File: src/rtl/wb_pkg.sv
// Shared writeback types and constants for the register-file write-port arbiter.
// Latency: none (types and constants only).
// Backpressure: none (types and constants only).
package wb_pkg;

  localparam int REG_IDX_W = 5;
  localparam int WB_DATA_W = 32;

  // Register-file write codes
  localparam logic [1:0] RF_WR_NONE = 2'b00;
  localparam logic [1:0] RF_WR_RT   = 2'b10;
  localparam logic [1:0] RF_WR_R31  = 2'b11;

  localparam logic [REG_IDX_W-1:0] LINK_REG = 5'd31;

  // One writeback request as held in a holding buffer
  typedef struct packed {
    logic [REG_IDX_W-1:0] dst;
    logic [WB_DATA_W-1:0] data;
    logic                 link;
  } wb_req_t;

endpackage

File: src/rtl/regfile_wb_arbiter_if.sv
// Writeback request channels (ALU, LSU) and the registered register-file write bus.
// Latency: none (wiring only).
// Backpressure: ready per requester reflects its holding buffer being empty.
interface regfile_wb_arbiter_if;
  import wb_pkg::*;

  logic                 alu_valid;
  logic                 alu_ready;
  logic                 alu_link;
  logic [REG_IDX_W-1:0] alu_dst;
  logic [WB_DATA_W-1:0] alu_data;

  logic                 ld_valid;
  logic                 ld_ready;
  logic [REG_IDX_W-1:0] ld_dst;
  logic [WB_DATA_W-1:0] ld_data;

  logic [1:0]           rf_reg_write;
  logic [REG_IDX_W-1:0] rf_addr;
  logic [WB_DATA_W-1:0] rf_data;

  // Requester side: drives requests, observes ready and the write bus
  modport master (
    output alu_valid, alu_link, alu_dst, alu_data,
    output ld_valid, ld_dst, ld_data,
    input  alu_ready, ld_ready,
    input  rf_reg_write, rf_addr, rf_data
  );

  // Arbiter side
  modport slave (
    input  alu_valid, alu_link, alu_dst, alu_data,
    input  ld_valid, ld_dst, ld_data,
    output alu_ready, ld_ready,
    output rf_reg_write, rf_addr, rf_data
  );

endinterface

File: src/rtl/wb_hold_buf.sv
// One-entry valid/ready holding buffer for a writeback request.
// Latency: request captured at the accepting edge, visible as held the cycle after.
// Backpressure: ready = buffer empty; a granted entry frees the slot for the next edge.
module wb_hold_buf
  import wb_pkg::*;
(
  input  logic    clk,
  input  logic    rst_n,
  input  logic    req_valid,
  output logic    req_ready,
  input  wb_req_t req,
  output logic    held_valid,
  output wb_req_t held,
  input  logic    grant
);

  assign req_ready = !held_valid;

  // Capture when empty, release on grant; ready is low while full so both never coincide
  always_ff @(posedge clk) begin
    if (!rst_n) begin
      held_valid <= 1'b0;
      held       <= '0;
    end else if (req_valid && !held_valid) begin
      held_valid <= 1'b1;
      held       <= req;
    end else if (grant) begin
      held_valid <= 1'b0;
    end
  end

endmodule

File: src/rtl/regfile_wb_arbiter.sv
// Arbitrates ALU/link and load writebacks onto the single register-file write port and
// tracks pending writes per register for RAW stalls; grant to rf outputs is 1 cycle after accept.
// Backpressure: per-requester one-entry buffer; issue stalls when a pending counter saturates.
// Optional: define WB_RR_EN for round-robin arbitration (default is fixed LSU-over-ALU).
module regfile_wb_arbiter
  import wb_pkg::*;
#(
  parameter int NUM_REGS = 32,
  parameter int DATA_W   = WB_DATA_W,
  parameter int CNT_W    = 2
) (
  input  logic                 clk,
  input  logic                 rst_n,
  input  logic                 iss_valid,
  input  logic [REG_IDX_W-1:0] iss_dst,
  output logic                 iss_ready,
  input  logic [REG_IDX_W-1:0] src1,
  input  logic [REG_IDX_W-1:0] src2,
  output logic                 hazard,
  regfile_wb_arbiter_if.slave  bus
);

  localparam logic [CNT_W-1:0] CNT_MAX = {CNT_W{1'b1}};

  wb_req_t alu_req, ld_req, alu_held, ld_held, win;
  logic    alu_occ, ld_occ, grant_alu, grant_ld, any_grant;
  logic [REG_IDX_W-1:0] win_addr;
  logic [DATA_W-1:0]    win_data;
  logic [CNT_W-1:0]     cnt [NUM_REGS];
  logic [NUM_REGS-1:0]  inc_vec, dec_vec;

  assign alu_req = {bus.alu_dst, bus.alu_data, bus.alu_link};
  assign ld_req  = {bus.ld_dst, bus.ld_data, 1'b0};

  wb_hold_buf u_alu_buf (
    .clk(clk), .rst_n(rst_n),
    .req_valid(bus.alu_valid), .req_ready(bus.alu_ready), .req(alu_req),
    .held_valid(alu_occ), .held(alu_held), .grant(grant_alu)
  );

  wb_hold_buf u_ld_buf (
    .clk(clk), .rst_n(rst_n),
    .req_valid(bus.ld_valid), .req_ready(bus.ld_ready), .req(ld_req),
    .held_valid(ld_occ), .held(ld_held), .grant(grant_ld)
  );

`ifdef WB_RR_EN
  logic prio_ld;

  // Hand priority to the loser after every contended grant
  always_ff @(posedge clk) begin
    if (!rst_n) prio_ld <= 1'b1;
    else if (ld_occ && alu_occ) prio_ld <= !prio_ld;
  end
`endif

  // Pick the winner among occupied buffers
  always_comb begin
    grant_ld  = ld_occ;
    grant_alu = alu_occ && !ld_occ;
`ifdef WB_RR_EN
    if (ld_occ && alu_occ) begin
      grant_ld  = prio_ld;
      grant_alu = !prio_ld;
    end
`endif
    win = grant_ld ? ld_held : alu_held;
  end

  assign any_grant = ld_occ || alu_occ;
  assign win_addr  = win.link ? LINK_REG : win.dst;
  assign win_data  = win.data;

  // Registered write bus; addr/data hold when idle
  always_ff @(posedge clk) begin
    if (!rst_n) begin
      bus.rf_reg_write <= RF_WR_NONE;
      bus.rf_addr      <= '0;
      bus.rf_data      <= '0;
    end else if (any_grant) begin
      bus.rf_reg_write <= win.link ? RF_WR_R31 : RF_WR_RT;
      bus.rf_addr      <= win_addr;
      bus.rf_data      <= win_data;
    end else begin
      bus.rf_reg_write <= RF_WR_NONE;
    end
  end

  assign iss_ready = (cnt[iss_dst] != CNT_MAX);
  assign hazard    = (|cnt[src1]) || (|cnt[src2]);

  // Per-register increment/decrement requests; decrement of an idle counter is ignored
  always_comb begin
    inc_vec = '0;
    dec_vec = '0;
    for (int i = 0; i < NUM_REGS; i++) begin
      inc_vec[i] = iss_valid && iss_ready && (iss_dst == REG_IDX_W'(i));
      dec_vec[i] = any_grant && (win_addr == REG_IDX_W'(i)) && (cnt[i] != '0);
    end
  end

  // Pending-write scoreboard; simultaneous inc and dec cancel
  always_ff @(posedge clk) begin
    if (!rst_n) begin
      for (int i = 0; i < NUM_REGS; i++) cnt[i] <= '0;
    end else begin
      for (int i = 0; i < NUM_REGS; i++) begin
        if (inc_vec[i] && !dec_vec[i])      cnt[i] <= cnt[i] + 1'b1;
        else if (dec_vec[i] && !inc_vec[i]) cnt[i] <= cnt[i] - 1'b1;
      end
    end
  end

endmodule

File: src/flat_wrapper.sv
// flat-port wrapper written by rule: the top's interface ports become plain ports
module regfile_wb_arbiter_flat import wb_pkg::*;
#(
  parameter int NUM_REGS = 32,
  parameter int DATA_W   = WB_DATA_W,
  parameter int CNT_W    = 2
)
  (clk, rst_n, iss_valid, iss_dst, iss_ready, src1, src2, hazard, bus_alu_valid, bus_alu_link, bus_alu_dst, bus_alu_data, bus_ld_valid, bus_ld_dst, bus_ld_data, bus_alu_ready, bus_ld_ready, bus_rf_reg_write, bus_rf_addr, bus_rf_data);
  regfile_wb_arbiter_if bus_i ();
  input  logic clk;
  input  logic rst_n;
  input  logic iss_valid;
  input  logic [REG_IDX_W-1:0] iss_dst;
  output logic iss_ready;
  input  logic [REG_IDX_W-1:0] src1;
  input  logic [REG_IDX_W-1:0] src2;
  output logic hazard;
  input wire logic [$bits(bus_i.alu_valid)-1:0] bus_alu_valid;
  input wire logic [$bits(bus_i.alu_link)-1:0] bus_alu_link;
  input wire logic [$bits(bus_i.alu_dst)-1:0] bus_alu_dst;
  input wire logic [$bits(bus_i.alu_data)-1:0] bus_alu_data;
  input wire logic [$bits(bus_i.ld_valid)-1:0] bus_ld_valid;
  input wire logic [$bits(bus_i.ld_dst)-1:0] bus_ld_dst;
  input wire logic [$bits(bus_i.ld_data)-1:0] bus_ld_data;
  output wire logic [$bits(bus_i.alu_ready)-1:0] bus_alu_ready;
  output wire logic [$bits(bus_i.ld_ready)-1:0] bus_ld_ready;
  output wire logic [$bits(bus_i.rf_reg_write)-1:0] bus_rf_reg_write;
  output wire logic [$bits(bus_i.rf_addr)-1:0] bus_rf_addr;
  output wire logic [$bits(bus_i.rf_data)-1:0] bus_rf_data;
  assign bus_i.alu_valid = bus_alu_valid;
  assign bus_i.alu_link = bus_alu_link;
  assign bus_i.alu_dst = bus_alu_dst;
  assign bus_i.alu_data = bus_alu_data;
  assign bus_i.ld_valid = bus_ld_valid;
  assign bus_i.ld_dst = bus_ld_dst;
  assign bus_i.ld_data = bus_ld_data;
  assign bus_alu_ready = bus_i.alu_ready;
  assign bus_ld_ready = bus_i.ld_ready;
  assign bus_rf_reg_write = bus_i.rf_reg_write;
  assign bus_rf_addr = bus_i.rf_addr;
  assign bus_rf_data = bus_i.rf_data;
  regfile_wb_arbiter #(.NUM_REGS(NUM_REGS), .DATA_W(DATA_W), .CNT_W(CNT_W)) u_core (.clk(clk), .rst_n(rst_n), .iss_valid(iss_valid), .iss_dst(iss_dst), .iss_ready(iss_ready), .src1(src1), .src2(src2), .hazard(hazard), .bus(bus_i));
endmodule
File: config.mk
export PLATFORM = sky130hd
export DESIGN_NAME = regfile_wb_arbiter_flat
export DESIGN_NICKNAME = d
export VERILOG_FILES = /design/src/rtl/wb_pkg.sv /design/src/rtl/regfile_wb_arbiter_if.sv /design/src/rtl/wb_hold_buf.sv /design/src/rtl/regfile_wb_arbiter.sv /design/src/flat_wrapper.sv
export SDC_FILE = /design/constraint.sdc
export NUM_CORES = 1
export LEC_CHECK = 0
export BUFFER_PORTS_ARGS = -buffer_cell sky130_fd_sc_hd__buf_2
export CAP_MARGIN = 0
export CORE_MARGIN = 1
export CORE_UTILIZATION = 50
export CTS_CLUSTER_SIZE = 12
export DETAILED_ROUTE_END_ITERATION = 7
export PLACE_DENSITY = 0.72
export SYNTH_ARGS = -nofsm -noshare
export SYNTH_HDL_FRONTEND = slang
export SYNTH_SLANG_ARGS = --single-unit
File: constraint.sdc
create_clock -name clk -period 3.7 [get_ports clk]
set_input_delay 1.11 -clock clk [delete_from_list [all_inputs] [get_ports clk]]
set_output_delay 1.11 -clock clk [all_outputs]
set_load 0.02 [all_outputs]
==> results by stage <==
Outcome:
- The flow ran to the end, but the final reports show violations.
- The checks that failed: setup timing.

Logic synthesis:
- The parity-gate share of the synthesized area counting xor and xnor cells is 3.36%.
- The fraction of synthesis flops using an asynchronous set or reset pin is 0%.
- Multiplexer cells account for about 8.7% of the synthesized area.
- Sequential cells were found to cover 41.8% of the synthesized design area.
- The number of warnings printed during yosys synthesis is 0.
- Ranked by instance count, the synthesized netlist is headed by sky130_fd_sc_hd__nand2_1, sky130_fd_sc_hd__a21oi_1, sky130_fd_sc_hd__dfxtp_1, sky130_fd_sc_hd__nor2_1, sky130_fd_sc_hd__clkbuf_1.
- After synthesis, the largest family of logic cells by area is simple AND/OR/NAND/NOR gates.
- Summing the areas of all compound-gate instances in the mapped netlist gives roughly 14% of the synthesized area.
- By area the synthesized netlist is led by sky130_fd_sc_hd__dfxtp_1, sky130_fd_sc_hd__edfxtp_1, sky130_fd_sc_hd__nand2_1.
- The post-synthesis cell type with the largest combined area is sky130_fd_sc_hd__dfxtp_1.
- The number of enable flip-flop cells after synthesis is 64.
- Each instance of the synthesized netlist takes up on average ~8.4 um^2.
- The area share of the leading cell type in the synthesized netlist is between 20 and 25%.
- The dominant register cell in the synthesized netlist is sky130_fd_sc_hd__dfxtp_1.
- In this run, distinct cell masters in the synthesized netlist total slightly below 60.
- When the netlist entered floorplanning its net count stood at around 1,300.
- The number of flip-flops and latches in the synthesized netlist is between 150 and 200.
- sky130_fd_sc_hd__nand2_1 is the most common cell in the netlist.
- The post-synthesis adder-cell area fraction is less than 1%.
- The synthesized instance count is around 1,200.
- Summing the areas of all and, or, nand and nor instances in the mapped netlist gives between 20% and 30% of the synthesized area.
- The summed instance area of the synthesized netlist is around 10,000 um^2.

Power:
- The proportion of power drawn by the clock network is approximately 38%.
- For this design the static power due to leakage is between 5 and 6 nW.
- Power spread over the standard cell area amounts to 389 nW/um^2.
- The worst-case IR drop observed on VDD is 0.343 mV.
- The logic gate share of total power is roughly 16%.
- The switching power as a share of total power is between 20% and 30%.
- For this design the total switching power over the nets is about 0.0015 W.
- The share of total power dissipated in sequential elements is between 40% and 50%.
- Internal power comes to between 0.003 and 0.004 W.
- After layout, the design draws a total of between 0.004 and 0.005 W.

Flow run:
- The tool flagged a number of max-cap violations equal to 0.

Clock tree:
- The clock passes through at most 2 buffers.
- The clock drives 180 sinks.
- The root buffer cell is sky130_fd_sc_hd__clkbuf_16.
- The count of H-tree levels built during CTS is 4.
- The number of buffers created by CTS is 17.
- TritonCTS built the clock tree.
- The clock latency on the worst-skew pair is 0.44 ns.
- The clock slew seen by the registers of the worst setup and hold paths is approximately 0.08 ns.

Finish:
- The fill cell instance count of the final layout is 1,648.
- The area of all placed cells without fillers is 12,500 um^2.
- Compared with the post-synthesis result, the final layout area differs by 23.4%.
- The net total in the final layout is 1,487.
- In the final layout, the multi-input gates occupy approximately 5600 um^2.
- The fraction of layout instances using a drive strength above 1 is 25.9%.
- In the final layout, flip-flops and latches occupy between 4000 and 5000 um^2.

Global routing:
- For this run, the total global-route usage over all layers was measured as a little over a quarter.
- The aggregate global routing overflow is 0.
- The number of antenna violations at the first check in global routing is 1.
- The first global-routing pass estimated roughly 44,000 um of wire.
- The via count of the first global-routing pass is 8,894.
- The largest net degree at the start of global routing is about 80.

Timing:
- Static timing analysis puts the maximum clock frequency at 0.267 GHz.
- The routed design could run at a clock period as short as 3.75 ns.
- Final hold analysis gives a worst-case slack of between 0.4 and 0.5 ns.
- At the pin with the least slew margin, the transition time is about 0.91 ns.
- The final hold violation count is 0.
- On the final layout, the worst clock skew is between 0.01 and 0.015 ns.
- The share of the clock period used by the worst path after layout is 101%.
- Setup violations remaining at the end of the flow were counted as 1.
- The final count of pins violating max slew is 0.
- Setup repair after global routing could not meet its margin everywhere.
- The setup slack of the critical path after layout is -0.0483 ns.
- The worst pin sits at a relative slew slack of between 30% and 40%.

Placement:
- Routability-driven placement finished with a final weighted congestion of between 0.9 and 1.
- After detailed placement, the total cell area comes to ~11,000 um^2.
- The detailed-placement wirelength estimate is ~19,000 um.
- The port buffer count is around 140.
- Before CTS, the worst setup slack after placement is -0.379 ns.

Detailed routing:
- Dividing the detail-routed via count by the number of cells gives 5.86.
- The routed length per instance is around 17 um.
- The final route contains 9,783 vias.
- The number of optimization iterations in the first detailed-route pass is 5.
- The residual DRC count is 0.
- The detail route stage leaves a number of antenna-violating nets equal to 0.
- The initial DRC count is between 700 and 800.
- The total wire length is between 20,000 and 30,000 um.

Floorplanning:
- The die is 145 um wide.
- The floorplan step defined a die boundary enclosing approximately 21,000 um^2.
- Pin placement for this block handled 138 I/O pins.
- The initialized floorplan defines 51 standard-cell rows.
- The die span in y is ~140 um.
- The initial standard-cell utilization of the core is 51.5%.
- The core region area is roughly 20,000 um^2.

Critical path:
- Data on the critical path arrives at its endpoint at about 2.6 ns.
- The maximum net fanout on the critical path is 7.
- At the worst endpoint, the required time is approximately 2.6 ns.
- The startpoint kind of the worst setup timing path is an input pin.
- The kind of critical path is input pin to primary output.
- STA classifies the critical path endpoint as a primary output.

Min path:
- The path category of the worst min-delay check is register to register.
registers in the layout, indices dropped and copies added, names as in the netlist:
signal / cells
u_core.cnt: 64
u_core.u_alu_buf.held: 38
u_core.u_ld_buf.held: 37
u_core.bus.rf_data: 32
u_core.bus.rf_addr: 5
u_core.bus.rf_reg_write: 2
u_core.u_alu_buf.held_valid: 1
u_core.u_ld_buf.held_valid: 1
layer usage:
metal  part of all wire [%]  track usage [%]  vias to the layer above
met4                    2.7             9.92                        0
met5                      0                0                        -
met1                     42             34.6                     4603
met3                    8.8             7.55                       63
met2                     47             44.1                      418
li1                       -                -                     4699
path summary, 6_finish.rpt:
kind	from	end	slack (ns)	cells after the start
min	u_core.u_alu_buf.held[6]$_SDFFE_PN0P_	u_core.u_alu_buf.held[6]$_SDFFE_PN0P_	0.46	2
min reg2reg	u_core.u_alu_buf.held[6]$_SDFFE_PN0P_	u_core.u_alu_buf.held[6]$_SDFFE_PN0P_	0.46	2
max reg2reg	u_core.u_alu_buf.held_valid$_SDFFE_PN0P_	u_core.cnt[4][1]$_SDFFCE_PN0P_	0.87	5
max	iss_dst[1]	iss_ready	-0.05	8
metrics by stage:
step           std cells  utilization [%]  TNS, ns
6_report            1670             63.6  -0.0483
2_1_floorplan       1206                -        0
3_3_place_gp        1568             56.9   -0.436
4_1_cts             1640             62.1  -0.0292
5_1_grt             1669             63.6   -0.154
3_5_place_dp        1568             56.9   -0.487
what timing repair did:
item,4_1_cts,5_1_grt
cloned,2,0
resized for setup,23,22
pin swaps,3,2
hold buffers,0,0
setup endpoints to repair,2,2
buffers inserted,38,29
power groups by stage:
| stage | Combinational [W] | Sequential, W | Clock (W) |
|---|---|---|---|
| detailed placement | 0.000673 | 0.00230 | 0 |
| finish | 0.000791 | 0.00224 | 0.00185 |
| CTS | 0.000740 | 0.00224 | 0.00187 |
| global placement | 0.000661 | 0.00230 | 0 |
| global route | 0.000857 | 0.00225 | 0.00196 |
| floorplan | 0.000449 | 0.00228 | 0 |
area by class of cell:
cell class,instances,share of cell area (%)
clock buffer,17,3.39
clock inverter,15,1.47
multi-input combinational,929,44.8
tap,265,2.64
timing repair buffer,252,13.4
inverter,11,0.349
antenna,1,0.0200
sequential,180,33.9
placed cells by master (no fill, tap or decap), types with 5 or more instances in the layout:
master                      Yosys  routed
sky130_fd_sc_hd__or2_2         39      24
sky130_fd_sc_hd__o21ai_0       31      28
sky130_fd_sc_hd__buf_6          0       5
sky130_fd_sc_hd__or2_4          0      15
sky130_fd_sc_hd__dfxtp_1      116     114
sky130_fd_sc_hd__buf_4          2     110
sky130_fd_sc_hd__clkbuf_16      0      17
sky130_fd_sc_hd__o2111ai_1      9       9
sky130_fd_sc_hd__inv_1         11       9
sky130_fd_sc_hd__and3_1        16      16
sky130_fd_sc_hd__a21oi_1      151     151
sky130_fd_sc_hd__nand4_1       46      46
sky130_fd_sc_hd__nand4b_1       7       7
sky130_fd_sc_hd__nand3b_1      18      18
sky130_fd_sc_hd__nor3b_1        8       8
sky130_fd_sc_hd__nor3_1        10      10
sky130_fd_sc_hd__nand3_1       46      43
sky130_fd_sc_hd__nand2_1      225     225
sky130_fd_sc_hd__nor4b_1        5       5
sky130_fd_sc_hd__nor2_1       107     107
sky130_fd_sc_hd__a31oi_1        6       6
sky130_fd_sc_hd__mux2i_1       37      37
sky130_fd_sc_hd__xnor2_1       37      37
sky130_fd_sc_hd__nor2b_1       25      23
sky130_fd_sc_hd__edfxtp_1      64      64
sky130_fd_sc_hd__buf_2          8     130
sky130_fd_sc_hd__a211oi_1      11      11
sky130_fd_sc_hd__nand2b_1      10      10
sky130_fd_sc_hd__mux4_2        23      23
critical path, stage by stage:
cell and delay (ns):
sky130_fd_sc_hd__buf_16 0.12, sky130_fd_sc_hd__buf_6 0.12, sky130_fd_sc_hd__nand3_4 0.06, sky130_fd_sc_hd__o21ai_2 0.06, sky130_fd_sc_hd__mux4_2 0.49, sky130_fd_sc_hd__mux4_2 0.48
sky130_fd_sc_hd__inv_2 0.08, sky130_fd_sc_hd__buf_6 0.11
cell families after synthesis:
kind of cell / Yosys count
flops: 180
simple gates: 585
compound gates: 244
mux: 60
xor+xnor: 39
fa+ha+maj: 1
buf+inv: 97
No activity file was read; power rests on OpenSTA's default activity.
